## src/rtl/exec_pkg.sv

```systemverilog
// Shared definitions for the execute pipe: uop encodings, flag bit positions
// and the predicates that decide which uops are legal and which write back.
package exec_pkg;

    typedef logic [4:0] uop_t;

    localparam uop_t UOP_ADD = 5'b00001;
    localparam uop_t UOP_SUB = 5'b00010;
    localparam uop_t UOP_AND = 5'b00011;
    localparam uop_t UOP_ORR = 5'b00100;
    localparam uop_t UOP_EOR = 5'b00101;
    localparam uop_t UOP_MOV = 5'b00110;
    localparam uop_t UOP_CMP = 5'b00111;

    localparam int FLAG_Z = 3;
    localparam int FLAG_C = 2;
    localparam int FLAG_N = 1;
    localparam int FLAG_V = 0;

    function automatic logic uop_is_valid(input uop_t uop);
        return (uop >= UOP_ADD) && (uop <= UOP_CMP);
    endfunction

    function automatic logic writes_back(input uop_t uop);
        return uop_is_valid(uop) && (uop != UOP_CMP);
    endfunction

endpackage

```

## src/rtl/exec_pipe_if.sv

```systemverilog
// Issue, external-load and result/flags signals of the execute pipe.
// The master drives micro-ops and consumes results; the slave is the pipe.
interface exec_pipe_if #(
    parameter int WIDTH = 32,
    parameter int NREGS = 16
);
    import exec_pkg::*;

    localparam int SW = $clog2(NREGS);

    logic             in_valid;
    logic             in_ready;
    uop_t             in_uop;
    logic [SW-1:0]    in_sel_p0;
    logic [SW-1:0]    in_sel_p1;
    logic [SW-1:0]    in_sel_dst;
    logic             in_use_imm;
    logic [WIDTH-1:0] in_imm;
    logic             in_set_flags;

    logic             wr_valid;
    logic [SW-1:0]    wr_sel;
    logic [WIDTH-1:0] wr_data;

    logic             out_valid;
    logic             out_ready;
    logic [WIDTH-1:0] out_result;
    logic [SW-1:0]    out_dst;
    logic [3:0]       flags_out;

    modport master (
        output in_valid, in_uop, in_sel_p0, in_sel_p1, in_sel_dst,
               in_use_imm, in_imm, in_set_flags,
               wr_valid, wr_sel, wr_data, out_ready,
        input  in_ready, out_valid, out_result, out_dst, flags_out
    );

    modport slave (
        input  in_valid, in_uop, in_sel_p0, in_sel_p1, in_sel_dst,
               in_use_imm, in_imm, in_set_flags,
               wr_valid, wr_sel, wr_data, out_ready,
        output in_ready, out_valid, out_result, out_dst, flags_out
    );

endinterface

```

## src/rtl/exec_alu.sv

```systemverilog
// Combinational ALU: result plus next flags. Unknown uops give 0 and keep flags;
// logical ops and MOV touch only Z/N.
module exec_alu
    import exec_pkg::*;
#(
    parameter int WIDTH = 32
) (
    input  logic [WIDTH-1:0] lhs,
    input  logic [WIDTH-1:0] rhs,
    input  uop_t             uop,
    input  logic [3:0]       flags_in,
    output logic [WIDTH-1:0] result,
    output logic [3:0]       flags_next
);

    logic [WIDTH:0] sum_s;
    logic [WIDTH:0] diff_s;

    // Operation select and flag generation
    always_comb begin
        sum_s      = {1'b0, lhs} + {1'b0, rhs};
        diff_s     = {1'b0, lhs} - {1'b0, rhs};
        result     = {WIDTH{1'b0}};
        flags_next = flags_in;
        case (uop)
            UOP_ADD: begin
                result             = sum_s[WIDTH-1:0];
                flags_next[FLAG_C] = sum_s[WIDTH];
                flags_next[FLAG_V] = (lhs[WIDTH-1] == rhs[WIDTH-1]) &&
                                     (sum_s[WIDTH-1] != lhs[WIDTH-1]);
            end
            UOP_SUB, UOP_CMP: begin
                // diff_s[WIDTH] is the borrow, so carry is its inverse
                result             = diff_s[WIDTH-1:0];
                flags_next[FLAG_C] = ~diff_s[WIDTH];
                flags_next[FLAG_V] = (lhs[WIDTH-1] != rhs[WIDTH-1]) &&
                                     (diff_s[WIDTH-1] != lhs[WIDTH-1]);
            end
            UOP_AND: result = lhs & rhs;
            UOP_ORR: result = lhs | rhs;
            UOP_EOR: result = lhs ^ rhs;
            UOP_MOV: result = rhs;
            default: result = {WIDTH{1'b0}};
        endcase
        if (uop_is_valid(uop)) begin
            flags_next[FLAG_Z] = (result == {WIDTH{1'b0}});
            flags_next[FLAG_N] = result[WIDTH-1];
        end else begin
            flags_next = flags_in;
        end
    end

endmodule

```

## src/rtl/exec_pipe.sv

```systemverilog
// Two-stage execute pipe: S1 holds captured operands (forwarded from the S1 result
// on RAW), S2 holds the result while the register file and flags update on advance.
module exec_pipe
    import exec_pkg::*;
#(
    parameter int WIDTH = 32,
    parameter int NREGS = 16
) (
    input  logic       clock,
    input  logic       reset_n,
    exec_pipe_if.slave bus
);

    localparam int SW = $clog2(NREGS);

    logic [WIDTH-1:0] regs_q [NREGS];
    logic [WIDTH-1:0] regs_d [NREGS];

    logic             s1_valid_q, s1_valid_d;
    uop_t             s1_uop_q, s1_uop_d;
    logic [SW-1:0]    s1_dst_q, s1_dst_d;
    logic             s1_set_flags_q, s1_set_flags_d;
    logic [WIDTH-1:0] s1_lhs_q, s1_lhs_d;
    logic [WIDTH-1:0] s1_rhs_q, s1_rhs_d;

    logic             s2_valid_q, s2_valid_d;
    logic [WIDTH-1:0] s2_result_q, s2_result_d;
    logic [SW-1:0]    s2_dst_q, s2_dst_d;
    logic [3:0]       flags_q, flags_d;

    logic [WIDTH-1:0] alu_result_s;
    logic [3:0]       alu_flags_s;
    logic             s1_adv_s;
    logic             s1_fwd_s;
    logic             s1_wb_s;
    logic             accept_s;
    logic [WIDTH-1:0] op_a_s;
    logic [WIDTH-1:0] op_b_s;

    exec_alu #(.WIDTH(WIDTH)) u_alu (
        .lhs        (s1_lhs_q),
        .rhs        (s1_rhs_q),
        .uop        (s1_uop_q),
        .flags_in   (flags_q),
        .result     (alu_result_s),
        .flags_next (alu_flags_s)
    );

    assign s1_adv_s     = s1_valid_q && (!s2_valid_q || bus.out_ready);
    assign s1_fwd_s     = s1_valid_q && writes_back(s1_uop_q);
    assign s1_wb_s      = s1_adv_s && writes_back(s1_uop_q);
    assign bus.in_ready = reset_n && (!s1_valid_q || s1_adv_s);
    assign accept_s     = bus.in_valid && bus.in_ready;

    assign bus.out_valid  = s2_valid_q;
    assign bus.out_result = s2_result_q;
    assign bus.out_dst    = s2_dst_q;
    assign bus.flags_out  = flags_q;

    // Operand fetch with forwarding from the op currently in S1
    always_comb begin
        op_a_s = regs_q[bus.in_sel_p0];
        op_b_s = regs_q[bus.in_sel_p1];
        if (s1_fwd_s && (s1_dst_q == bus.in_sel_p0)) begin
            op_a_s = alu_result_s;
        end else begin
            op_a_s = regs_q[bus.in_sel_p0];
        end
        if (bus.in_use_imm) begin
            op_b_s = bus.in_imm;
        end else if (s1_fwd_s && (s1_dst_q == bus.in_sel_p1)) begin
            op_b_s = alu_result_s;
        end else begin
            op_b_s = regs_q[bus.in_sel_p1];
        end
    end

    // Stage next-state and flags update
    always_comb begin
        s1_valid_d     = s1_valid_q;
        s1_uop_d       = s1_uop_q;
        s1_dst_d       = s1_dst_q;
        s1_set_flags_d = s1_set_flags_q;
        s1_lhs_d       = s1_lhs_q;
        s1_rhs_d       = s1_rhs_q;
        s2_valid_d     = s2_valid_q;
        s2_result_d    = s2_result_q;
        s2_dst_d       = s2_dst_q;
        flags_d        = flags_q;
        if (accept_s) begin
            s1_valid_d     = 1'b1;
            s1_uop_d       = bus.in_uop;
            s1_dst_d       = bus.in_sel_dst;
            s1_set_flags_d = bus.in_set_flags;
            s1_lhs_d       = op_a_s;
            s1_rhs_d       = op_b_s;
        end else if (s1_adv_s) begin
            s1_valid_d = 1'b0;
        end else begin
            s1_valid_d = s1_valid_q;
        end
        if (s1_adv_s) begin
            s2_valid_d  = 1'b1;
            s2_result_d = alu_result_s;
            s2_dst_d    = s1_dst_q;
        end else if (bus.out_ready) begin
            s2_valid_d = 1'b0;
        end else begin
            s2_valid_d = s2_valid_q;
        end
        if (s1_adv_s && s1_set_flags_q) begin
            flags_d = alu_flags_s;
        end else begin
            flags_d = flags_q;
        end
    end

    // Register file next-state: pipeline writeback beats the external load
    always_comb begin
        for (int i = 0; i < NREGS; i++) begin
            if (s1_wb_s && (s1_dst_q == SW'(i))) begin
                regs_d[i] = alu_result_s;
            end else if (bus.wr_valid && (bus.wr_sel == SW'(i))) begin
                regs_d[i] = bus.wr_data;
            end else begin
                regs_d[i] = regs_q[i];
            end
        end
    end

    // State registers
    always_ff @(posedge clock or negedge reset_n) begin
        if (!reset_n) begin
            for (int i = 0; i < NREGS; i++) begin
                regs_q[i] <= {WIDTH{1'b0}};
            end
            s1_valid_q     <= 1'b0;
            s1_uop_q       <= 5'b00000;
            s1_dst_q       <= {SW{1'b0}};
            s1_set_flags_q <= 1'b0;
            s1_lhs_q       <= {WIDTH{1'b0}};
            s1_rhs_q       <= {WIDTH{1'b0}};
            s2_valid_q     <= 1'b0;
            s2_result_q    <= {WIDTH{1'b0}};
            s2_dst_q       <= {SW{1'b0}};
            flags_q        <= 4'b0000;
        end else begin
            regs_q         <= regs_d;
            s1_valid_q     <= s1_valid_d;
            s1_uop_q       <= s1_uop_d;
            s1_dst_q       <= s1_dst_d;
            s1_set_flags_q <= s1_set_flags_d;
            s1_lhs_q       <= s1_lhs_d;
            s1_rhs_q       <= s1_rhs_d;
            s2_valid_q     <= s2_valid_d;
            s2_result_q    <= s2_result_d;
            s2_dst_q       <= s2_dst_d;
            flags_q        <= flags_d;
        end
    end

endmodule

```

## src/flat_wrapper.sv

```systemverilog
// flat-port wrapper written by rule: the top's interface ports become plain ports
module exec_pipe_flat import exec_pkg::*;
#(
    parameter int WIDTH = 32,
    parameter int NREGS = 16
)
  (clock, reset_n, bus_in_valid, bus_in_uop, bus_in_sel_p0, bus_in_sel_p1, bus_in_sel_dst, bus_in_use_imm, bus_in_imm, bus_in_set_flags, bus_wr_valid, bus_wr_sel, bus_wr_data, bus_out_ready, bus_in_ready, bus_out_valid, bus_out_result, bus_out_dst, bus_flags_out);
  exec_pipe_if #(.WIDTH(WIDTH), .NREGS(NREGS)) bus_i ();
  input  logic clock;
  input  logic reset_n;
  input wire logic [$bits(bus_i.in_valid)-1:0] bus_in_valid;
  input wire logic [$bits(bus_i.in_uop)-1:0] bus_in_uop;
  input wire logic [$bits(bus_i.in_sel_p0)-1:0] bus_in_sel_p0;
  input wire logic [$bits(bus_i.in_sel_p1)-1:0] bus_in_sel_p1;
  input wire logic [$bits(bus_i.in_sel_dst)-1:0] bus_in_sel_dst;
  input wire logic [$bits(bus_i.in_use_imm)-1:0] bus_in_use_imm;
  input wire logic [$bits(bus_i.in_imm)-1:0] bus_in_imm;
  input wire logic [$bits(bus_i.in_set_flags)-1:0] bus_in_set_flags;
  input wire logic [$bits(bus_i.wr_valid)-1:0] bus_wr_valid;
  input wire logic [$bits(bus_i.wr_sel)-1:0] bus_wr_sel;
  input wire logic [$bits(bus_i.wr_data)-1:0] bus_wr_data;
  input wire logic [$bits(bus_i.out_ready)-1:0] bus_out_ready;
  output wire logic [$bits(bus_i.in_ready)-1:0] bus_in_ready;
  output wire logic [$bits(bus_i.out_valid)-1:0] bus_out_valid;
  output wire logic [$bits(bus_i.out_result)-1:0] bus_out_result;
  output wire logic [$bits(bus_i.out_dst)-1:0] bus_out_dst;
  output wire logic [$bits(bus_i.flags_out)-1:0] bus_flags_out;
  assign bus_i.in_valid = bus_in_valid;
  assign bus_i.in_uop = bus_in_uop;
  assign bus_i.in_sel_p0 = bus_in_sel_p0;
  assign bus_i.in_sel_p1 = bus_in_sel_p1;
  assign bus_i.in_sel_dst = bus_in_sel_dst;
  assign bus_i.in_use_imm = bus_in_use_imm;
  assign bus_i.in_imm = bus_in_imm;
  assign bus_i.in_set_flags = bus_in_set_flags;
  assign bus_i.wr_valid = bus_wr_valid;
  assign bus_i.wr_sel = bus_wr_sel;
  assign bus_i.wr_data = bus_wr_data;
  assign bus_i.out_ready = bus_out_ready;
  assign bus_in_ready = bus_i.in_ready;
  assign bus_out_valid = bus_i.out_valid;
  assign bus_out_result = bus_i.out_result;
  assign bus_out_dst = bus_i.out_dst;
  assign bus_flags_out = bus_i.flags_out;
  exec_pipe #(.WIDTH(WIDTH), .NREGS(NREGS)) u_core (.clock(clock), .reset_n(reset_n), .bus(bus_i));
endmodule
```

## config.mk

```make
export PLATFORM = sky130hd
export DESIGN_NAME = exec_pipe_flat
export DESIGN_NICKNAME = d
export VERILOG_FILES = /design/src/rtl/exec_pkg.sv /design/src/rtl/exec_pipe_if.sv /design/src/rtl/exec_alu.sv /design/src/rtl/exec_pipe.sv /design/src/flat_wrapper.sv
export SDC_FILE = /design/constraint.sdc
export NUM_CORES = 2
export LEC_CHECK = 0
export CAP_MARGIN = 20
export CELL_PAD_IN_SITES_DETAIL_PLACEMENT = 2
export CELL_PAD_IN_SITES_GLOBAL_PLACEMENT = 2
export CORE_ASPECT_RATIO = 0.7
export CORE_MARGIN = 3
export CORE_UTILIZATION = 45
export DETAILED_ROUTE_END_ITERATION = 10
export PLACE_DENSITY_LB_ADDON = 0.1
export SYNTH_ARGS = -nofsm -noshare
export SYNTH_HDL_FRONTEND = slang
export SYNTH_SLANG_ARGS = --single-unit
```

## constraint.sdc

```tcl
create_clock -name clock -period 9.6 [get_ports clock]
set_clock_uncertainty 0.15 [all_clocks]
set_input_delay 0.96 -clock clock [delete_from_list [all_inputs] [get_ports clock]]
set_output_delay 0.96 -clock clock [all_outputs]
set_load 0.05 [all_outputs]
```

======== Word level (Yosys, flattened, before mapping) ========
Index checks and enable logic that the tools add are counted.
word-level totals
  bits in registers ....................... 628
  bits of input ports ..................... 92
  output and inout port bits .............. 42
  logic and storage cells ................. 204
cells by class
  $add $sub $neg .......................... 2
  order comparisons ....................... 4
  equality and inequality tests ........... 44
  mux-type cells .......................... 48
  bitwise logic cells ..................... 6
  reductions and logical operators ........ 73
operators with widths
  operator              count
  $mux W32              39
  $bmux W32 S4          2
  $pmux W32 S6          1
  $eq A4 B4 Y1 const B  16
  $logic_and A1 B1 Y1   44
  $reduce_bool A2 Y1    19
  $add A32 B32 Y33      1
  $sub A32 B32 Y33      1
  $and A32 B32 Y32      1
  $eq A4 B3 Y1 const B  8
  $logic_not A32 Y1     1
  $or A32 B32 Y32       1
  $xor A32 B32 Y32      1
  $eq A5 B3 Y1 const B  4
  $eq A4 B2 Y1 const B  4
  $eq A5 B2 Y1 const B  2
  $ge A5 B5 Y1 const B  2
  $not A4 Y5            2
  $eq A4 B1 Y1 const B  2
  $eq A4 B4 Y1          2
  $logic_not A4 Y1      2
  $eq A5 B1 Y1 const B  1
  $ge A5 B1 Y1 const B  1
  $le A5 B3 Y1 const B  1
  other kinds (11)      19

======== Logic depth before layout (Yosys ltp) ========
  depth in word-level cells ............... 7
  depth in mapped cells ................... 17
  mapped depth without buffers ............ 15

======== Cells and area by module ========
A second synthesis with hierarchy kept.
unflattened totals
  cell total of the unflattened synthesis .. 4393
  area, all modules ....................... 44542.7 um^2
modules (own cells, without submodules)
  module     times used  cells an instance  area an instance (um^2)  seq. area each (um^2)
  exec_pipe  1           3514               38760.9                  15715.1
  exec_alu   1           879                5781.8                   0.0

======== Worst setup path after synthesis ========
OpenSTA, ideal clock, no wires.
  path type ............................... flip-flop to flip-flop
  start point ............................. register u_core.s1_rhs_q[1]
  end point ............................... register u_core.flags_q[3] (netlist: u_core.bus.flags_out[3])
  library setup time ...................... 0.066 ns
  arrival time ............................ 3.757 ns
  required time ........................... 9.384 ns
  path slack .............................. 5.627 ns
  cell stages (with the launch flop) ...... 16
  path buffers ............................ 2
  period minus slack after synthesis ...... 3.973 ns
  cell sequence ........................... dfrtp_1 inv_1 ha_1 o21ba_2 or4_4 buf_6 a211o_1 a31oi_1 o21ai_1 and3_1 mux2i_1 a221o_1 clkbuf_1 or4_1 nor4_1 a31o_1
between the ends
  cells in the longest elaborated chain, start to end .. 3
  elaborated cells between the ends (all ways) .. 7
  those cells by class .................... 2 x add/sub; 1 x mux; 3 x bitwise; 1 x reduce/logical
ends and longest elaborated chain
  element                                   RTL line          RTL
  from (decl)                               exec_pipe.sv:24   logic [WIDTH-1:0] s1_rhs_q, s1_rhs_d;
  from (signal assigned)                    exec_pipe.sv:142  s1_rhs_q <= {WIDTH{1'b0}};
  from (signal assigned)                    exec_pipe.sv:154  s1_rhs_q <= s1_rhs_d;
  $sub A32 B32 Y33 (tied with other cells)  exec_alu.sv:22    diff_s = {1'b0, lhs} - {1'b0, rhs};
  $pmux W32 S6 *                            exec_alu.sv:25    case (uop)
  $logic_not A32 Y1 *                       exec_alu.sv:46    flags_next[FLAG_Z] = (result == {WIDTH{1'b0}});
  to (signal assigned)                      exec_pipe.sv:158  flags_q <= flags_d;
  to (decl)                                 exec_pipe.sv:29   logic [3:0] flags_q, flags_d;
Mark *: on every way between the ends. The rest lies on a longest branch, timed or not.
A chain may end at the register's enable or synchronous reset.

======== Worst setup path after layout ========
  start point ............................. register u_core.s1_uop_q[0]
  end point ............................... register u_core.flags_q[3] (netlist: u_core.bus.flags_out[3])
between the ends
  cells in the longest elaborated chain, start to end .. 4
  elaborated cells between the ends (all ways) .. 14
  those cells by class .................... 2 x order compare; 7 x eq/ne; 1 x mux; 4 x reduce/logical
ends and longest elaborated chain
  element                                       RTL line          RTL
  from (decl)                                   exec_pipe.sv:20   uop_t s1_uop_q, s1_uop_d;
  from (signal assigned)                        exec_pipe.sv:150  s1_uop_q <= s1_uop_d;
  $eq A5 B2 Y1 or $eq A5 B3 Y1 (tied branches)  exec_alu.sv:25
  $reduce_or A2 Y1                              exec_alu.sv:25
  $pmux W32 S6                                  exec_alu.sv:25
  $logic_not A32 Y1                             exec_alu.sv:46
Parallel ways exist; a longest one is shown, timed or not.

==> results.toml <==
[detailed_routing]
wl_per_cell_um = 35.5
num_vias = 36900
first_iter_violations = 3741
dr.pass1.iters = 6
final_antenna_net_count = 0
drc = 0
wirelength_um = 189000
vias_per_cell = 6.94

[timing]
hold_violations = 0
maxSlewViolCount = 0
setup_ws_ns = 4.21
fmax_mhz = 186
worstMarginPinSlew_ns = 1.23
fin_crit_ns = 5.39
rsz0062_at_grt = "false"
setup_tns_ns = 0
final.period_utilization = 0.562
relSlewSlack = 0.183
setup_viol = 0

[floorplanning]
num_rows = 93
ios = 134
die_w_um = 373
die-area_um2 = 97800
chipHeight_um = 263
initial_core_util = 0.457
core_um2 = 92600

[yosys]
ys_top_cells_by_count = "628 x dfrtp_1, 502 x mux2i_1, 451 x nand2_1, 427 x o21ai_0, 328 x a21oi_1"
synth_top_area_cell = "dfrtp_1"
ys_seq_area_frac = 0.371
syn_inst = 4135
ys_types = 88
syn_area_um2 = 42300
synthTopCellsByArea = "dfrtp_1 37%, mux4_2 17%, mux2i_1 12%, o21ai_0 5.0%, nand2_1 4.0%"
synth-seq-cells = 628
yosysWarnings = 0
async_flop_share = 1.00
synth_top_area_share = 0.371
yosysMostFrequentCell = "dfrtp_1"
synth_area_per_cell_um2 = 10.2
synth-edff-count = 0
yosys_most_used_dff = "dfrtp_1"
syn_nets = 4334

[final_layout]
fin_nets = 4224
post-route-cell-area_um2 = 47200
area_growth_pct = 11.4
final_util = 0.509
drive_gt1_frac = 0.172

[placement]
dpl_worst_slack_ns = 4.44
place_area_um2 = 44600
portBuffers = 133
place_congestion = 0.936
hpwl_um = 112000

[power]
p_clk_frac = 0.227
power.internal_mw = 7.68
power.density_nw_per_um2 = 283
p_sw_frac = 0.425
p_switching_mw = 5.69
power_frac_seq = 0.336
p_leak_nw = 19.4
peakVddDrop_mv = 0.216
comb_power_share = 0.437

[critical_path]
startpoint_type = "flop"
crit_type = "reg2reg"
crit_arrival_ns = 5.86
setup.worst_path.end_class = "flop"
required_ns = 10.07
critPathMaxFanout = 40

[grt]
antenna_found_initial = 10
grt_overflow = 0
grt_pass1_vias = 40400
grt_pass1_wl_um = 281000
track_usage = 0.386
grt_max_degree = 147

[clock_tree]
clock_latency_ns = 0.68
clkTransAtPathRegs_ns = 0.07
cts_buffers = 70
tritoncts = "done"
cts_hold_buf = 0
clock-sinks = 628
clock_path_buffers = 3
h-tree-depth = 3
postCtsSetupBuffers = 0
postCtsResizedCells = 0
cts-root-buf = "clkbuf_16"

[status]
outcome = "finished, final reports clean"

[hold_path]
hold_class = "in2async"

[run]
drv_cap = 0
==> layout make-up <==
| cell class | count | area [um^2] |
|---|---|---|
| antenna | 8 | 20.0 |
| inverter | 109 | 409 |
| sequential | 628 | 15700 |
| timing repair buffer | 222 | 2040 |
| fill | 9308 | 45500 |
| clock inverter | 31 | 430 |
| multi-input combinational | 2994 | 24900 |
| clock buffer | 93 | 2050 |
| tap | 1235 | 1550 |
==> cell usage in the layout (no fill, tap or decap), drive strengths merged, types with 7 or more instances in the layout <==
cell,netlist,routed
mux2i,502,502
o21ai,437,437
bufinv,0,10
nor2,312,312
buf,88,99
a2111o,7,7
nor2b,47,47
nand2,451,451
nor4,18,18
inv,108,109
xnor2,10,10
and2,9,9
a211o,8,8
o211ai,12,12
clkinv,1,20
nand3,21,21
ha,105,105
a31oi,11,11
o31a,7,7
nor3,30,30
dfrtp,628,628
o31ai,18,18
mux2,80,80
clkdlybuf4s50,0,123
nand2b,18,18
nand3b,8,8
clkbuf,316,93
o21bai,7,7
a21oi,331,331
a221o,11,11
a221oi,26,26
mux4,320,320
or3,13,13
diode,0,8
a21o,18,18
nand4,12,12
a211oi,42,42
==> final timing paths <==
check / startpoint / to / slack, ns / cells past startpoint
worst max-delay path: u_core.s1_uop_q[0] / u_core.bus.flags_out[3] / 4.21 / 12
worst min-delay path: reset_n / u_core.regs_q[95] / 0.07 / 1
worst max register to register: u_core.s1_uop_q[0] / u_core.bus.flags_out[3] / 4.21 / 12
worst min register to register: u_core.bus.out_result[29] / u_core.bus.out_result[29] / 0.33 / 2
max in group asynchronous: reset_n / u_core.s1_rhs_q[13] / 6.97 / 3
min in group clock: u_core.bus.out_result[29] / u_core.bus.out_result[29] / 0.33 / 2
==> sequential cells by signal, indices dropped and copies added (netlist names) <==
name                   count
u_core.bus.out_dst         4
u_core.bus.out_result     32
u_core.bus.flags_out       4
u_core.s1_rhs_q           32
u_core.s1_valid_q          1
u_core.s1_uop_q            5
u_core.bus.out_valid       1
u_core.regs_q            512
u_core.s1_dst_q            4
u_core.s1_lhs_q           32
u_core.s1_set_flags_q      1
==> routing by layer <==
metal	vias to the layer above	GRT usage	wire length [um]	part of all wire
met4	0	0.188	10200	0.054
met3	540	0.0680	13800	0.073
met2	1802	0.609	88200	0.47
li1	14900	-	-	-
met5	-	0	0	0
met1	19700	0.514	76700	0.41
==> through the flow <==
step,instances,total power [mW],hold WS [ns]
3_5_place_dp,5187,10.1,0.328
2_1_floorplan,4135,7.94,0.325
4_1_cts,5311,13.3,0.0750
3_3_place_gp,5187,9.75,0.311
5_1_grt,5316,14.0,0.0946
6_report,5320,13.4,0.0697
==> kinds of logic (layout without fill, tap and decap cells) <==
family / after synthesis / in the layout / synth area share
compound gates: 1010 / 1010 / 0.140
xor+xnor: 10 / 10 / 0.00207
fa+ha+maj: 107 / 107 / 0.0320
buf+inv: 513 / 455 / 0.0469
flops: 628 / 628 / 0.371
mux: 902 / 902 / 0.310
other cells: 0 / 8 / 0
simple gates: 965 / 965 / 0.0979
==> worst max-delay path: stages (launching register included) <==
cell	delay (ns)
dfrtp_1	0.56
or3b_2	0.41
or3_1	0.14
buf_4	0.51
o2bb2ai_1	0.14
a2111o_1	0.76
or3_1	0.54
nor4_1	0.34
nand3b_1	0.15
nor4b_1	0.75
nand4_1	0.23
nor4_1	0.42
a31o_1	0.21
==> power groups by stage <==
stage / registers, mW / clock network [mW] / logic (mW)
after floorplan: 4.32 / 0 / 3.62
final: 4.49 / 3.04 / 5.84
after CTS: 4.44 / 3.07 / 5.74
after global routing: 4.59 / 3.17 / 6.22
after detailed placement: 4.44 / 0 / 5.66
after global placement: 4.33 / 0 / 5.43
Note: power is estimated with default switching activity, not from simulation.
